$ cat src/rtl/alu_cg_pkg.sv
// alu_cg_pkg: shared state encoding, ALU unit codes and sizing helpers for the clock gate controller
package alu_cg_pkg;

   typedef enum logic [1:0] {
      ACTIVE = 2'd0,
      GATED  = 2'd1,
      WAKE   = 2'd2
   } cg_state_t;

   localparam int UNIT_ADD   = 0;
   localparam int UNIT_LOGIC = 1;
   localparam int UNIT_SHIFT = 2;
   localparam int UNIT_MUL   = 3;

   localparam int DEF_NUM_DOM = 4;

   // Counter width that never collapses to zero bits for tiny parameter values
   function automatic int cnt_w(input int n);
      return (n > 1) ? $clog2(n) : 1;
   endfunction

endpackage

$ cat src/rtl/cg_domain_fsm.sv
// cg_domain_fsm: one ALU domain's ACTIVE/GATED/WAKE controller with idle and wake counters
module cg_domain_fsm
   import alu_cg_pkg::*;
#(
   parameter int IDLE_CYCLES = 8,
   parameter int WAKE_CYCLES = 2
) (
   input  logic clk,
   input  logic reset,
   input  logic i_req,
   input  logic i_accept,
   input  logic i_force,
   output logic o_active,
   output logic o_gate_en,
   output logic o_gated,
   output logic o_enter_gated
);

   localparam int IW = cnt_w(IDLE_CYCLES);
   localparam int WW = cnt_w(WAKE_CYCLES);

   cg_state_t       r_state;
   cg_state_t       w_next;
   logic [IW-1:0]   r_idle;
   logic [WW-1:0]   r_wake;
   logic            r_gate_en;
   logic            r_gated;
   logic            w_idle_inc;
   logic            w_expire;
   logic            w_wake_done;

   assign w_idle_inc    = (r_state == ACTIVE) && !i_accept && !i_force;
   assign w_expire      = w_idle_inc && (r_idle == IW'(IDLE_CYCLES - 1));
   assign w_wake_done   = (r_state == WAKE) && (r_wake == '0);
   assign o_active      = (r_state == ACTIVE);
   assign o_gate_en     = r_gate_en;
   assign o_gated       = r_gated;
   assign o_enter_gated = w_expire;

   // Next-state selection: gate on idle expiry, wake on a request or override, resume when settled
   always_comb begin
      w_next = (r_state == GATED) ? ((i_req || i_force) ? WAKE : GATED) :
               (r_state == WAKE)  ? (w_wake_done ? ACTIVE : WAKE) :
               (w_expire ? GATED : ACTIVE);
   end

   // State, counters and the registered enable/status outputs, reset taking priority over everything
   always_ff @(posedge clk) begin
      if (reset) begin
         r_state   <= ACTIVE;
         r_idle    <= '0;
         r_wake    <= '0;
         r_gate_en <= 1'b1;
         r_gated   <= 1'b0;
      end else begin
         r_state   <= w_next;
         r_idle    <= w_idle_inc ? r_idle + 1'b1 : '0;
         r_wake    <= ((r_state == GATED) && (i_req || i_force)) ? WW'(WAKE_CYCLES - 1) :
                      ((r_state == WAKE) && !w_wake_done) ? r_wake - 1'b1 : '0;
         r_gate_en <= (w_next != GATED);
         r_gated   <= (w_next == GATED);
      end
   end

endmodule

$ cat src/rtl/clock_gate_controller.sv
// clock_gate_controller: per-domain ALU clock enables with op admission and a saturating gate-event counter
module clock_gate_controller
   import alu_cg_pkg::*;
#(
   parameter int NUM_DOM     = DEF_NUM_DOM,
   parameter int IDLE_CYCLES = 8,
   parameter int WAKE_CYCLES = 2
) (
   input  logic                                        clk,
   input  logic                                        reset,
   input  logic                                        op_valid,
   input  logic [(NUM_DOM > 1 ? $clog2(NUM_DOM) : 1)-1:0] op_unit,
   output logic                                        op_ready,
   input  logic                                        force_on,
   output logic [NUM_DOM-1:0]                          gate_en,
   output logic [NUM_DOM-1:0]                          gated,
   output logic [15:0]                                 gate_count
);

   localparam int UW = (NUM_DOM > 1) ? $clog2(NUM_DOM) : 1;

   logic               w_unit_ok;
   logic [NUM_DOM-1:0] w_req;
   logic [NUM_DOM-1:0] w_accept;
   logic [NUM_DOM-1:0] w_active;
   logic [NUM_DOM-1:0] w_enter;
   logic [16:0]        w_sum;
   logic [15:0]        r_gate_count;

   assign w_unit_ok  = 32'(op_unit) < NUM_DOM;
   assign op_ready   = |w_accept;
   assign gate_count = r_gate_count;

   for (genvar d = 0; d < NUM_DOM; d++) begin : g_dom
      assign w_req[d]    = op_valid && w_unit_ok && (op_unit == UW'(d));
      assign w_accept[d] = w_req[d] && w_active[d] && !reset;
      cg_domain_fsm #(
         .IDLE_CYCLES (IDLE_CYCLES),
         .WAKE_CYCLES (WAKE_CYCLES)
      ) u_fsm (
         .clk           (clk),
         .reset         (reset),
         .i_req         (w_req[d]),
         .i_accept      (w_accept[d]),
         .i_force       (force_on),
         .o_active      (w_active[d]),
         .o_gate_en     (gate_en[d]),
         .o_gated       (gated[d]),
         .o_enter_gated (w_enter[d])
      );
   end

   // Running total plus the number of domains gating at this edge, one bit wider to catch overflow
   always_comb begin
      w_sum = {1'b0, r_gate_count} + 17'($countones(w_enter));
   end

   // Saturating gate-event counter
   always_ff @(posedge clk) begin
      if (reset) r_gate_count <= '0;
      else       r_gate_count <= w_sum[16] ? 16'hFFFF : w_sum[15:0];
   end

endmodule

$ cat config.mk
export PLATFORM = sky130hd
export DESIGN_NAME = clock_gate_controller
export DESIGN_NICKNAME = d
export VERILOG_FILES = /design/src/rtl/alu_cg_pkg.sv /design/src/rtl/cg_domain_fsm.sv /design/src/rtl/clock_gate_controller.sv
export SDC_FILE = /design/constraint.sdc
export NUM_CORES = 1
export LEC_CHECK = 0
export BUFFER_PORTS_ARGS = -buffer_cell sky130_fd_sc_hd__buf_4
export CORE_AREA = 2 2 58 74
export DETAILED_ROUTE_END_ITERATION = 8
export DIE_AREA = 0 0 60 76
export GPL_TIMING_DRIVEN = 0
export PLACE_DENSITY = 0.76
export SETUP_SLACK_MARGIN = 0.1
export SYNTH_ARGS = -nofsm -noshare
export SYNTH_HDL_FRONTEND = slang
export SYNTH_SLANG_ARGS = --single-unit
$ cat constraint.sdc
create_clock -name clk -period 4 [get_ports clk]
set_clock_uncertainty 0.1 [all_clocks]
set_input_delay 0 -clock clk [delete_from_list [all_inputs] [get_ports clk]]
set_output_delay 0 -clock clk [all_outputs]
set_load 0.01 [all_outputs]
==> After elaboration in Yosys (flattened, before gate mapping) <==
Index checks and enable logic that the tools add are counted.
{ "op_classes": {"add_sub_neg": 12, "multipliers": 0, "div_mod_pow": 0, "n_lt_le_gt_ge": 0, "n_eq_ne": 23, "shifts": 0, "muxes": 29, "n_bitwise": 8, "reduce_logical": 60} }
{ "ops": {"columns": ["op", "count"], "rows": [
  ["$logic_and A1 B1 Y1", 36],
  ["$mux W2", 16],
  ["$eq A2 B1 Y1 const B", 9],
  ["$add A16 B17 Y17", 1],
  ["$mux W16", 1],
  ["$add A3 B1 Y3 const B", 4],
  ["$eq A2 B2 Y1 const B", 6],
  ["$eq A3 B3 Y1 const B", 4],
  ["$mux W1", 12],
  ["$logic_not A1 Y1", 10],
  ["$logic_not A2 Y1", 5],
  ["$ne A2 B1 Y1 const B", 4],
  ["$not A1 Y1", 8],
  ["$reduce_or A2 Y1", 4],
  ["$add A1 B1 Y2", 2],
  ["$logic_or A1 B1 Y1", 4],
  ["$reduce_or A4 Y1", 1],
  ["$sub A1 B1 Y1 const B", 4],
  ["$add A2 B2 Y3", 1]
]} }
{ "totals": {"reg_bits": 48, "latchBits": 0, "ramBits": 0, "mem_bits_ro": 0, "input_bits": 6, "output_inout_bits": 25, "word_cells": 153, "n_memories": 0} }

==> Longest topological paths before layout <==
{ "depth": {"word_depth": 12, "ltp_mapped": 13, "ltp_nobuf": 12} }

==> By module <==
Synthesis repeated with hierarchy kept, for this count alone.
{ "hier_totals": {"hier_cells": 217, "area_unflattened_um2": 2179.6} }
{ "modules_own_cells": {"columns": ["module", "instances", "cells_per_inst", "area_each_um2", "seq_area_each_um2"], "rows": [
  ["cg_domain_fsm", 4, 28, 297.8, 160.2],
  ["clock_gate_controller", 1, 105, 988.4, 320.3]
]} }

==> Least setup slack after synthesis <==
Ideal clock, no wire load.
{ "synth_path": {"path_type": "register -> register", "start": "register g_dom[3].u_fsm.r_idle[0]", "end": "register r_gate_count[10] (netlist: gate_count[10])", "setup_ns": 0.070, "t_arrival_ns": 3.214, "required_ns": 3.830, "slack_ns": 0.615, "path_stages_with_launch": 14, "path_buffers": 1, "period_less_slack_ns": 3.385, "path_cell_list": "dfxtp_1 > ha_1 > ha_1 > nor4bb_1 > fa_1 > ha_1 > ha_1 > inv_1 > fa_1 > and2b_1 > o2111ai_1 > or2_1 > buf_6 > a21oi_1"} }
{ "synth_between": {"elab_chain_len": 6} }
{ "synth_lines": {"columns": ["item", "line_no", "rtl"], "rows": [
  ["from (decl)", "cg_domain_fsm.sv:24", "logic [IW-1:0] r_idle;"],
  ["from (signal assigned)", "cg_domain_fsm.sv:57", "r_idle <= w_idle_inc ? r_idle + 1'b1 : '0;"],
  ["$eq A3 B3 Y1", "cg_domain_fsm.sv:33", "assign w_expire = w_idle_inc && (r_idle == IW'(IDLE_CYCLES - 1));"],
  ["$logic_and A1 B1 Y1", "cg_domain_fsm.sv:33", null],
  ["$add A1 B1 Y2 (implied by the code)", "clock_gate_controller.sv:55", "w_sum = {1'b0, r_gate_count} + 17'($countones(w_enter));"],
  ["$add A2 B2 Y3 (implied by the code)", "clock_gate_controller.sv:55", null],
  ["$add A16 B17 Y17", "clock_gate_controller.sv:55", null],
  ["$mux W16", "clock_gate_controller.sv:61", "else r_gate_count <= w_sum[16] ? 16'hFFFF : w_sum[15:0];"],
  ["to (signal assigned)", "clock_gate_controller.sv:61", null],
  ["to (decl)", "clock_gate_controller.sv:28", "logic [15:0] r_gate_count;"]
]} }
Every way passes these cells.
A chain may end at the register's enable or synchronous reset.

==> Final worst setup path <==
{ "layout_path": {"start": "input op_unit[0] (netlist bit)", "end": "register r_gate_count[10] (netlist: gate_count[10])"} }
{ "layout_between": {"elab_chain_len": 12, "word_cells_on_any_way": 37, "classes_between": "add/sub: 4; eq/ne: 3; mux: 1; reduce/logical: 29"} }
{ "layout_lines": {"columns": ["item", "line_no", "rtl"], "rows": [
  ["from (decl)", "clock_gate_controller.sv:12", "input logic [(NUM_DOM > 1 ? $clog2(NUM_DOM) : 1)-1:0] op_unit,"],
  ["$eq A2 B1 Y1, or another cell as far along", "clock_gate_controller.sv:35", "assign w_req[d] = op_valid && w_unit_ok && (op_unit == UW'(d));"],
  ["$logic_and A1 B1 Y1", "clock_gate_controller.sv:35", null],
  ["$logic_and A1 B1 Y1 (2 in series)", "clock_gate_controller.sv:36", "assign w_accept[d] = w_req[d] && w_active[d] && !reset;"],
  ["$logic_not A1 Y1", "cg_domain_fsm.sv:32", "assign w_idle_inc = (r_state == ACTIVE) && !i_accept && !i_force;"],
  ["$logic_and A1 B1 Y1 (2 in series)", "cg_domain_fsm.sv:32", null],
  ["$logic_and A1 B1 Y1", "cg_domain_fsm.sv:33", null],
  ["$add A1 B1 Y2 (implied by the code)", "clock_gate_controller.sv:55", null],
  ["$add A2 B2 Y3 (implied by the code) *", "clock_gate_controller.sv:55", null],
  ["$add A16 B17 Y17 *", "clock_gate_controller.sv:55", null],
  ["$mux W16 *", "clock_gate_controller.sv:61", null]
]} }
Mark *: on every way between the ends. The rest lies on a longest branch, timed or not.

==> metrics.txt <==
CTS tree=yes; Peak supply drop=364 uV; Tot Pwr=0.888 mW; critical path arrival=3.82 ns; Pleak=1.07 nW; Worst Setup SP=op_unit[0]; most common cell after layout, fill and taps aside=dfxtp_1; Yosys top cell by area=dfxtp_1; Final #Nets=284; Via density=5.23; largest net degree at the start of global routing=15; Syn Nets=245; Tmin final=3.69 ns; Num CTS Buffers=5; Crit Path Category=primary input to flip-flop; FILL cells=349; fin crit share=92.2%; crit path to=gate_count[10]$_SDFF_PP0_; Post-Route Setup TNS=0 ns; Crit. End Element=flip-flop; worst slew pin tran=0.498 ns; Max Freq=0.271 GHz; gr ovfl total=0; synthesized area per cell=9.41 sq um; Min Hold Slack=0.0138 ns; Seq/Total Area, Yosys=45.6%; Vias=1672; DIE AREA=0.00456 sq mm; Detail Route Antenna Nets=0; area share of the largest cell type after synthesis=45.6%; initial antenna violation count=0; synthesized flop and latch total=48; first-pass GRT wire length=6520 um; relative slew slack=66.8%; clock sinks=48; fin area=0.00256 sq mm; RSZ-0062 raised after global routing=false; clock slew at reported path FFs=0.08 ns; Wirelength per Cell=11.8 um; site row count=26; Clk pwr share=41.8%; FF-to-FF Start=g_dom[0].u_fsm.r_idle[0]$_SDFF_PP0_; CTS Buffer Depth=2; worst path required time=4.13 ns; fin. max-slew vios=0; die width=60 um; cell count after synthesis=224; Sw Share=19.5%; placed wire-length estimate=2730 um; core area=0.00394 sq mm; DR iter-0 viols=106; utilization after layout=65.1%; H-tree depth=2; share of power burned in registers=54.4%; R2R Path End=gate_count[10]$_SDFF_PP0_; Int Pwr=0.715 mW; Final Hold Viols=0; Setup crit start kind=primary input; largest cells by area after synthesis=dfxtp_1 (46%), ha_1 (7.7%), nor2_1 (4.5%), a21oi_1 (3.1%), nor3_1 (2.9%); Die H=76 um; r2r worst-path depth=13; # setup viols final=0; status=finished, final reports clean; crit-path max FO=10; Ys Warns=0; area delta synth->final=21.7%; power per standard cell area=346 mW/mm^2; vias in the first global route=1583; Max Cap Violations=0; ratio of cells with drive above 1 in the final layout=21.6%; number of synthesized flops with an enable pin=0; FFs w/ async S/R, synth=0%; Hold Crit Class=primary input to flip-flop; clock root cell=clkbuf_8; post-CTS setup buffers=0; commonest non-fill, non-tap cells in the layout=dfxtp_1 (48), buf_4 (37), nor2_1 (25); Mapped Area=0.00211 sq mm; IO Pins=31; DRC viols=0; part of the power in combinational logic=3.8%; Sw Pwr=0.173 mW; Final GP Congestion=0.827; port bufs=29; Synth cell types=46; Antenna Cells=0; Main synth FF type=dfxtp_1; Routed WL=3780 um; First-pass DRT Iterations=4; Overall Global Routing Usage=18.4%; worst skew pair latency=0.30 ns; effective utilization at floorplan=53.5%; Area after DPL=0.00239 sq mm; reg2reg setup slack=0.35 ns
==> worst min-delay path by stage <==
stage	startpoint	end	slack [ns]	cells after the start
after floorplan	reset	g_dom[3].u_fsm.r_wake$_SDFF_PP0_	-0.01	1
after global placement	reset	g_dom[3].u_fsm.r_wake$_SDFF_PP0_	0.1	2
after detailed placement	reset	g_dom[3].u_fsm.r_wake$_SDFF_PP0_	0.1	2
after CTS	op_unit[1]	g_dom[1].u_fsm.r_wake$_SDFF_PP0_	0.008	4
after global routing	op_unit[1]	g_dom[1].u_fsm.r_wake$_SDFF_PP0_	0.06	4
final	op_unit[1]	g_dom[1].u_fsm.r_wake$_SDFF_PP0_	0.01	4
==> logic make-up (layout without fill, tap and decap cells) <==
| family | Yosys count | after routing | synth area share [%] |
|---|---|---|---|
| simple gates | 94 | 94 | 24.3 |
| buf+inv | 22 | 62 | 5.76 |
| flops | 48 | 48 | 45.6 |
| fa+ha+maj | 15 | 15 | 9.62 |
| xor+xnor | 9 | 9 | 3.74 |
| compound gates | 35 | 35 | 10.5 |
| mux | 1 | 1 | 0.475 |
==> layer usage <==
layer | part of all wire [%] | global-route usage (%) | up-vias
met5 | 0 | 0 | -
met4 | 2.6 | 9.78 | 0
met2 | 50 | 29.8 | 39
met1 | 42 | 21.6 | 757
met3 | 4.7 | 4.58 | 9
li1 | - | - | 867
==> Yosys cell counts (2+ instances only) <==
library cell and number:
a21oi_1 13, a22oi_1 2, a31oi_1 4, and2_1 8
and3_1 2, buf_1 2, buf_4 8, dfxtp_1 48
fa_1 2, ha_1 13, inv_1 9, nand2_1 16
nand3_1 2, nand3b_1 2, nand4_1 3, nor2_1 25
nor3_1 12, nor4_1 4, nor4b_1 2, nor4bb_1 5
o2111ai_1 2, o211ai_1 2, o21ai_0 5, o32ai_1 2
or3_1 2, or3_2 2, xnor2_1 3, xor2_1 6
==> registers in the layout, indices dropped and copies added, names as in the netlist <==
register and cells:
g_dom.u_fsm.r_idle 12, gate_count 16, g_dom.u_fsm.o_gate_en 4, g_dom.u_fsm.r_state 8
g_dom.u_fsm.r_wake 4, g_dom.u_fsm.o_gated 4
==> power by group through the flow <==
stage / Clock, mW / Combinational [mW] / Sequential [mW]
5_1_grt: 0.399 / 0.0386 / 0.483
3_3_place_gp: 0 / 0.0308 / 0.494
2_1_floorplan: 0 / 0.0195 / 0.494
6_report: 0.372 / 0.0336 / 0.483
4_1_cts: 0.380 / 0.0333 / 0.483
3_5_place_dp: 0 / 0.0310 / 0.494
==> stage by stage <==
step	worst slack, ns	cells
global route	0.115	320
floorplan	0.615	224
detailed placement	0.256	309
finish	0.312	320
global placement	0.299	309
CTS	0.226	320
==> critical path: stages <==
cell           delay (ns)
dlygate4sd3_1        0.53
buf_4                0.16
or3b_2               0.47
nor2_1               0.10
nor4bb_1             0.07
fa_1                 0.45
ha_1                 0.19
ha_1                 0.29
inv_1                0.06
fa_1                 0.42
and2b_1              0.30
o2111ai_1            0.17
or2_1                0.30
buf_6                0.16
a21oi_1              0.13
==> layout make-up <==
cell class              count  area, sq um  share of cell area, %
plain buffers              13         87.6                   3.42
clock buffers               7         96.3                   3.76
clock inverters             1         30.0                   1.17
inverters                   9         33.8                   1.32
multi-input cells         154         1040                   40.5
flip-flops and latches     48          961                   37.5
well taps                  56         70.1                   2.73
repair buffers             32          248                   9.66
==> what timing repair did <==
item	in CTS	in global routing
hold buffers	3	0
resized for setup	0	2
hold endpoints to repair	3	0
setup endpoints to repair	0	13
No activity file was read; power rests on OpenSTA's default activity.
